### config.mk
export PLATFORM = sky130hd
export DESIGN_NAME = multisim_server_chan
export DESIGN_NICKNAME = d
export VERILOG_FILES = /design/src/rtl/multisim_server_chan.sv
export SDC_FILE = /design/constraint.sdc
export NUM_CORES = 1
export LEC_CHECK = 0
export CAP_MARGIN = 0
export CELL_PAD_IN_SITES_DETAIL_PLACEMENT = 1
export CELL_PAD_IN_SITES_GLOBAL_PLACEMENT = 1
export CORE_MARGIN = 3
export CORE_UTILIZATION = 45
export DETAILED_ROUTE_END_ITERATION = 10
export HOLD_SLACK_MARGIN = 0.08
export PLACE_DENSITY = 0.86
export SLEW_MARGIN = 20
export SYNTH_ARGS = -nofsm -noshare
export SYNTH_HDL_FRONTEND = slang
export SYNTH_SLANG_ARGS = --single-unit
### constraint.sdc
create_clock -name clk -period 4.3 [get_ports clk]
set_clock_uncertainty 0.1 [all_clocks]
set_input_delay 0.645 -clock clk [delete_from_list [all_inputs] [get_ports clk]]
set_output_delay 0.645 -clock clk [all_outputs]
set_load 0.01 [all_outputs]
### src/rtl/multisim_server_chan.sv
`default_nettype none
// ============================================================================
// Module      : multisim_server_chan
// Description : Ready/valid channel buffer. It is a DEPTH-entry FIFO with
//               occupancy reporting and a synchronous flush. Define
//               MULTISIM_SERVER_CHAN_STATS_EN to build the xfer_cnt counter
//               of completed output beats.
// Revision    : 1.0 - initial release
// ============================================================================
module multisim_server_chan #(
    parameter int DATA_WIDTH = 64,
    parameter int DEPTH      = 4,
    parameter int CNT_W      = $clog2(DEPTH) + 1
) (
    input  logic                  clk,
    input  logic                  rst_n,
    input  logic                  flush,
    input  logic                  in_vld,
    output logic                  in_rdy,
    input  logic [DATA_WIDTH-1:0] in_data,
    output logic                  out_vld,
    input  logic                  out_rdy,
    output logic [DATA_WIDTH-1:0] out_data,
    output logic [CNT_W-1:0]      count,
    output logic [31:0]           xfer_cnt
);

    localparam int c_ADDR_W = $clog2(DEPTH);

    logic [c_ADDR_W:0]     r_wr_ptr;
    logic [c_ADDR_W:0]     r_rd_ptr;
    logic [DATA_WIDTH-1:0] r_mem [DEPTH];

    logic w_empty;
    logic w_full;
    logic w_push;
    logic w_pop;

    // The extra pointer MSB separates full from empty when the low bits match.
    assign w_empty = (r_wr_ptr == r_rd_ptr);
    assign w_full  = (r_wr_ptr[c_ADDR_W-1:0] == r_rd_ptr[c_ADDR_W-1:0]) &&
                     (r_wr_ptr[c_ADDR_W] != r_rd_ptr[c_ADDR_W]);

    assign in_rdy  = !w_full;
    assign out_vld = !w_empty;

    // A flush cycle discards both handshakes.
    assign w_push = in_vld && in_rdy && !flush;
    assign w_pop  = out_vld && out_rdy && !flush;

    always_ff @(posedge clk or negedge rst_n) begin
        if (!rst_n) begin
            r_wr_ptr <= '0;
            r_rd_ptr <= '0;
        end else if (flush) begin
            r_wr_ptr <= '0;
            r_rd_ptr <= '0;
        end else begin
            if (w_push) r_wr_ptr <= r_wr_ptr + 1'b1;
            if (w_pop)  r_rd_ptr <= r_rd_ptr + 1'b1;
        end
    end

    always_ff @(posedge clk) begin
        if (w_push) r_mem[r_wr_ptr[c_ADDR_W-1:0]] <= in_data;
    end

    // Mask the unreset storage so an empty channel presents zero.
    assign out_data = w_empty ? '0 : r_mem[r_rd_ptr[c_ADDR_W-1:0]];
    assign count    = CNT_W'(r_wr_ptr - r_rd_ptr);

`ifdef MULTISIM_SERVER_CHAN_STATS_EN
    logic [31:0] r_xfer_cnt;

    always_ff @(posedge clk or negedge rst_n) begin
        if (!rst_n) begin
            r_xfer_cnt <= '0;
        end else if (w_pop) begin
            r_xfer_cnt <= r_xfer_cnt + 32'd1;
        end
    end

    assign xfer_cnt = r_xfer_cnt;
`else
    assign xfer_cnt = '0;
`endif

endmodule
`default_nettype wire

==> run_summary.xml <==
<?xml version="1.0" encoding="UTF-8"?>
<metrics>
  <group name="status">
    <metric name="run_status" unit="">finished, final reports clean</metric>
  </group>
  <group name="final_layout">
    <metric name="stdcell_count" unit="">989</metric>
    <metric name="layout.nets" unit="">732</metric>
    <metric name="filler_instances" unit="">2013</metric>
    <metric name="post_route_cells_drive_above_1_share" unit="">0.1731</metric>
    <metric name="n_antenna_cell" unit="">0</metric>
    <metric name="mostFrequentLayoutCell" unit="">sky130_fd_sc_hd__edfxtp_1</metric>
    <metric name="syn2layout_area_growth" unit="%">23.09</metric>
    <metric name="layout.cells.most_common_list" unit="">sky130_fd_sc_hd__edfxtp_1 (256), sky130_fd_sc_hd__clkdlybuf4s50_1 (137), sky130_fd_sc_hd__mux4_2 (64), sky130_fd_sc_hd__nor2b_1 (64), sky130_fd_sc_hd__conb_1 (32)</metric>
    <metric name="finish.utilization" unit="">0.5675</metric>
  </group>
  <group name="sta">
    <metric name="report.final.hold_viol_count" unit="">0</metric>
    <metric name="final.min_clock_period" unit="ns">3.826</metric>
    <metric name="max-slew-margin-rel" unit="">0.3402</metric>
    <metric name="finalHoldWorstSlack" unit="ns">0.2949</metric>
    <metric name="max_freq" unit="MHz">261.4</metric>
    <metric name="final_setup_violation_count" unit="">0</metric>
    <metric name="worstMarginPinSlew" unit="ns">0.9897</metric>
    <metric name="finalCritPeriodShare" unit="">0.8897</metric>
    <metric name="grt_setup_unrepaired" unit="">false</metric>
    <metric name="finalSetupTns" unit="ns">0</metric>
    <metric name="final_max_slew_viol_count" unit="">0</metric>
  </group>
  <group name="cts">
    <metric name="number_of_cts_inserted_buffers" unit="">27</metric>
    <metric name="cts_max_path_buffers" unit="">3</metric>
    <metric name="clock_sink_total" unit="">262</metric>
    <metric name="clockRootBuffer" unit="">sky130_fd_sc_hd__clkbuf_16</metric>
    <metric name="clkSlewWorstSetupHoldPaths" unit="ns">0.06</metric>
    <metric name="cts-hold-fix-buffers" unit="">0</metric>
    <metric name="ctsResizeCount" unit="">0</metric>
    <metric name="cts_tree" unit="">done</metric>
    <metric name="post_cts.repair.setup_buffers" unit="">0</metric>
    <metric name="clk-insertion-delay-late" unit="ns">0.52</metric>
    <metric name="htree_num_levels" unit="">1</metric>
  </group>
  <group name="yosys">
    <metric name="ys_types" unit="">29</metric>
    <metric name="yosysSeqAreaShare" unit="">0.7441</metric>
    <metric name="ys_ff_latch" unit="">262</metric>
    <metric name="yosys_warnings" unit="">0</metric>
    <metric name="syn_area" unit="mm²">0.01053</metric>
    <metric name="post_synth_inst_count" unit="">507</metric>
    <metric name="syn_avg_cell_area" unit="µm²">20.77</metric>
  </group>
  <group name="critical_path">
    <metric name="timing.rr.start" unit="">r_wr_ptr[0]$_DFFE_PN0P_</metric>
    <metric name="timing.setup.critical_path_class" unit="">reg -&gt; out</metric>
    <metric name="cp.required" unit="ns">3.56</metric>
    <metric name="reg2regPathDepth" unit="">6</metric>
    <metric name="path_max_fanout" unit="">17</metric>
    <metric name="timing.rr.end" unit="">r_mem[2][20]$_DFFE_PP_</metric>
    <metric name="worstPathArrival" unit="ns">3.08</metric>
    <metric name="worst-r2r-setup-slack" unit="ns">1.25</metric>
    <metric name="worst_setup_path_start_kind" unit="">register</metric>
    <metric name="critical_path.endpoint_type" unit="">output pin</metric>
    <metric name="critPathMaxStageDelay" unit="ns">0.50</metric>
    <metric name="cpMaxStageDelayCell" unit="">sky130_fd_sc_hd__clkdlybuf4s50_1</metric>
    <metric name="path_cells" unit="">inv_1 &gt; ha_1 &gt; nand2_1 &gt; nor2_4 &gt; buf_4 &gt; nor2b_1 &gt; clkdlybuf4s50_1</metric>
  </group>
  <group name="pwr">
    <metric name="cellInternalPower" unit="W">0.006041</metric>
    <metric name="pwr_density_cell" unit="mW/mm²">663.4</metric>
    <metric name="power.combinational.fraction" unit="">0.386</metric>
    <metric name="seq_power_share" unit="">0.363</metric>
    <metric name="power_switching_share" unit="">0.2976</metric>
    <metric name="switchingPower" unit="W">0.002559</metric>
    <metric name="ir_drop" unit="V">0.0003711</metric>
    <metric name="power_frac_clock" unit="">0.251</metric>
    <metric name="static-leakage-power" unit="nW">4.166</metric>
  </group>
  <group name="placement">
    <metric name="placed_cells_incl_taps" unit="">939</metric>
    <metric name="port_buffers" unit="">137</metric>
    <metric name="gp_congestion" unit="">0.8358</metric>
    <metric name="place_hpwl" unit="µm">13430</metric>
  </group>
  <group name="global_routing">
    <metric name="grt.met3_usage" unit="">0.04084</metric>
    <metric name="overflow" unit="">0</metric>
    <metric name="pin_count_of_the_biggest_net_entering_global_routing" unit="">69</metric>
    <metric name="number_of_antenna_violations_at_the_first_check_in_global_routing" unit="">2</metric>
    <metric name="globalRouteMet2Util" unit="">0.3048</metric>
    <metric name="grt_pass1_wl" unit="µm">33730</metric>
    <metric name="grt_pass1_vias" unit="">5828</metric>
    <metric name="groute.layer.met1.usage" unit="">0.2154</metric>
    <metric name="grt.busiest_layer" unit="">met2</metric>
    <metric name="grt_util_all_layers" unit="">0.1707</metric>
  </group>
  <group name="detailed_routing">
    <metric name="routed_wl" unit="µm">21730</metric>
    <metric name="antenna_left" unit="">0</metric>
    <metric name="routed_wire_length_per_instance" unit="µm">21.97</metric>
    <metric name="via_count" unit="">5141</metric>
    <metric name="routed_via_density" unit="">5.198</metric>
    <metric name="drc" unit="">0</metric>
    <metric name="drt_pass1_iterations" unit="">6</metric>
    <metric name="drt-initial-drc-count" unit="">271</metric>
  </group>
  <group name="die">
    <metric name="fp.dieH" unit="µm">159.0</metric>
    <metric name="effective_utilization_at_floorplan" unit="">0.4610</metric>
    <metric name="floorplan.die_area" unit="mm²">0.02528</metric>
    <metric name="placeableCoreArea" unit="mm²">0.02285</metric>
    <metric name="fp-row-count" unit="">55</metric>
    <metric name="top_level_ports" unit="">170</metric>
    <metric name="floorplan.die.width" unit="µm">159.0</metric>
  </group>
  <group name="flow_run">
    <metric name="max_cap_viol_count" unit="">0</metric>
  </group>
  <group name="hold_path">
    <metric name="timing.hold.worst.class" unit="">in -&gt; async</metric>
  </group>
</metrics>
cell usage after synthesis:
cell                         n  area (µm²)
sky130_fd_sc_hd__ha_1        7       87.58
sky130_fd_sc_hd__xnor2_1     2       17.52
sky130_fd_sc_hd__nor3b_1     2       15.01
sky130_fd_sc_hd__nor3_1      1       5.000
sky130_fd_sc_hd__and2_1      5       31.28
sky130_fd_sc_hd__inv_1       7       26.28
sky130_fd_sc_hd__edfxtp_1  256        7687
sky130_fd_sc_hd__dfrtp_1     6       150.1
sky130_fd_sc_hd__nand3b_1    1       7.510
sky130_fd_sc_hd__buf_6      10       112.6
sky130_fd_sc_hd__clkbuf_1    4       15.01
sky130_fd_sc_hd__buf_12      1       20.02
sky130_fd_sc_hd__nand3_1     5       25.02
sky130_fd_sc_hd__nor2_1      3       11.26
sky130_fd_sc_hd__conb_1      1       3.750
sky130_fd_sc_hd__buf_2      10       50.05
sky130_fd_sc_hd__mux4_2     64        1441
sky130_fd_sc_hd__or4_1       3       22.52
sky130_fd_sc_hd__or3_1       4       25.02
sky130_fd_sc_hd__nand4b_1    5       43.79
sky130_fd_sc_hd__nand4_1     2       12.51
sky130_fd_sc_hd__a211oi_1    1       7.510
sky130_fd_sc_hd__a31oi_1     4       25.02
sky130_fd_sc_hd__nand2_1     4       15.01
sky130_fd_sc_hd__a21oi_1     1       5.000
sky130_fd_sc_hd__nor2b_1    64       400.4
sky130_fd_sc_hd__xor2_1      1       8.760
sky130_fd_sc_hd__buf_4      32       240.2
sky130_fd_sc_hd__fa_1        1       20.02
sequential cells by signal, summed over array words and instances, names as in the netlist:
signal    cells
r_rd_ptr      3
r_mem       256
r_wr_ptr      3
critical path, delay by kind of cell (launching register included):
family	cells	cell delay, ns
adders and majority gates	1	0.38
and+or+nand+nor	3	0.82
DFF	1	0.41
buffers and inverters	3	0.94
how the worst max path moves through the flow:
stage	from	to	slack [ns]	cells past startpoint
5_1_grt	r_wr_ptr[0]$_DFFE_PN0P_	out_data[0]	0.29	7
3_5_place_dp	flush	r_mem[0][41]$_DFFE_PP_	0.96	4
4_1_cts	r_wr_ptr[0]$_DFFE_PN0P_	out_data[0]	0.41	7
3_3_place_gp	r_wr_ptr[0]$_DFFE_PN0P_	out_data[2]	1.17	7
2_1_floorplan	r_wr_ptr[0]$_DFFE_PN0P_	r_mem[0][0]$_DFFE_PP_	0.93	5
6_report	r_wr_ptr[0]$_DFFE_PN0P_	out_data[0]	0.47	7
power groups by stage:
| stage | sequential (W) | clock (W) | combinational [W] |
|---|---|---|---|
| after floorplan | 0.00316 | 0 | 0.00182 |
| after global placement | 0.00315 | 0 | 0.00327 |
| after detailed placement | 0.00318 | 0 | 0.00336 |
| after CTS | 0.00313 | 0.00223 | 0.00339 |
| after global routing | 0.00314 | 0.00234 | 0.00357 |
| final | 0.00312 | 0.00216 | 0.00332 |
per-stage QoR:
stage | setup slack (ns) | area, µm² | total power (W)
2_1_floorplan | 0.9270 | 10650 | 0.004981
3_3_place_gp | 1.170 | 12130 | 0.006420
3_5_place_dp | 0.9631 | 12130 | 0.006540
4_1_cts | 0.4142 | 12960 | 0.008744
5_1_grt | 0.2874 | 12960 | 0.009050
6_report | 0.4742 | 12960 | 0.008600
cells by family (layout without fill, tap and decap cells):
kind of cell / count (synthesis) / after routing / synth area share
AOI/OAI and AO/OA: 6 / 6 / 0.003563
xor gates and xnor gates: 3 / 3 / 0.002495
adders and majority gates: 8 / 8 / 0.01022
buffers and inverters: 64 / 202 / 0.04407
DFF: 262 / 262 / 0.7441
muxes: 64 / 64 / 0.1368
other: 1 / 32 / 0.0003560
and+or+nand+nor: 99 / 99 / 0.05832
layout make-up:
class	count	area, µm²	area share
clock buffers	40	754.5	0.05819
inverters	7	26.28	0.002027
well taps	313	391.6	0.03021
multi-input cells	212	2365	0.1824
flip-flops and latches	262	7845	0.6051
clock inverters	10	76.32	0.005887
repair buffers	145	1506	0.1162
routing by layer:
metal / up-vias / wire length [µm]
met1: 2671 / 8696
met3: 27 / 1412
met5: - / 27
met2: 188 / 11320
met4: 4 / 275
li1: 2251 / -
Note: power is estimated with default switching activity, not from simulation.
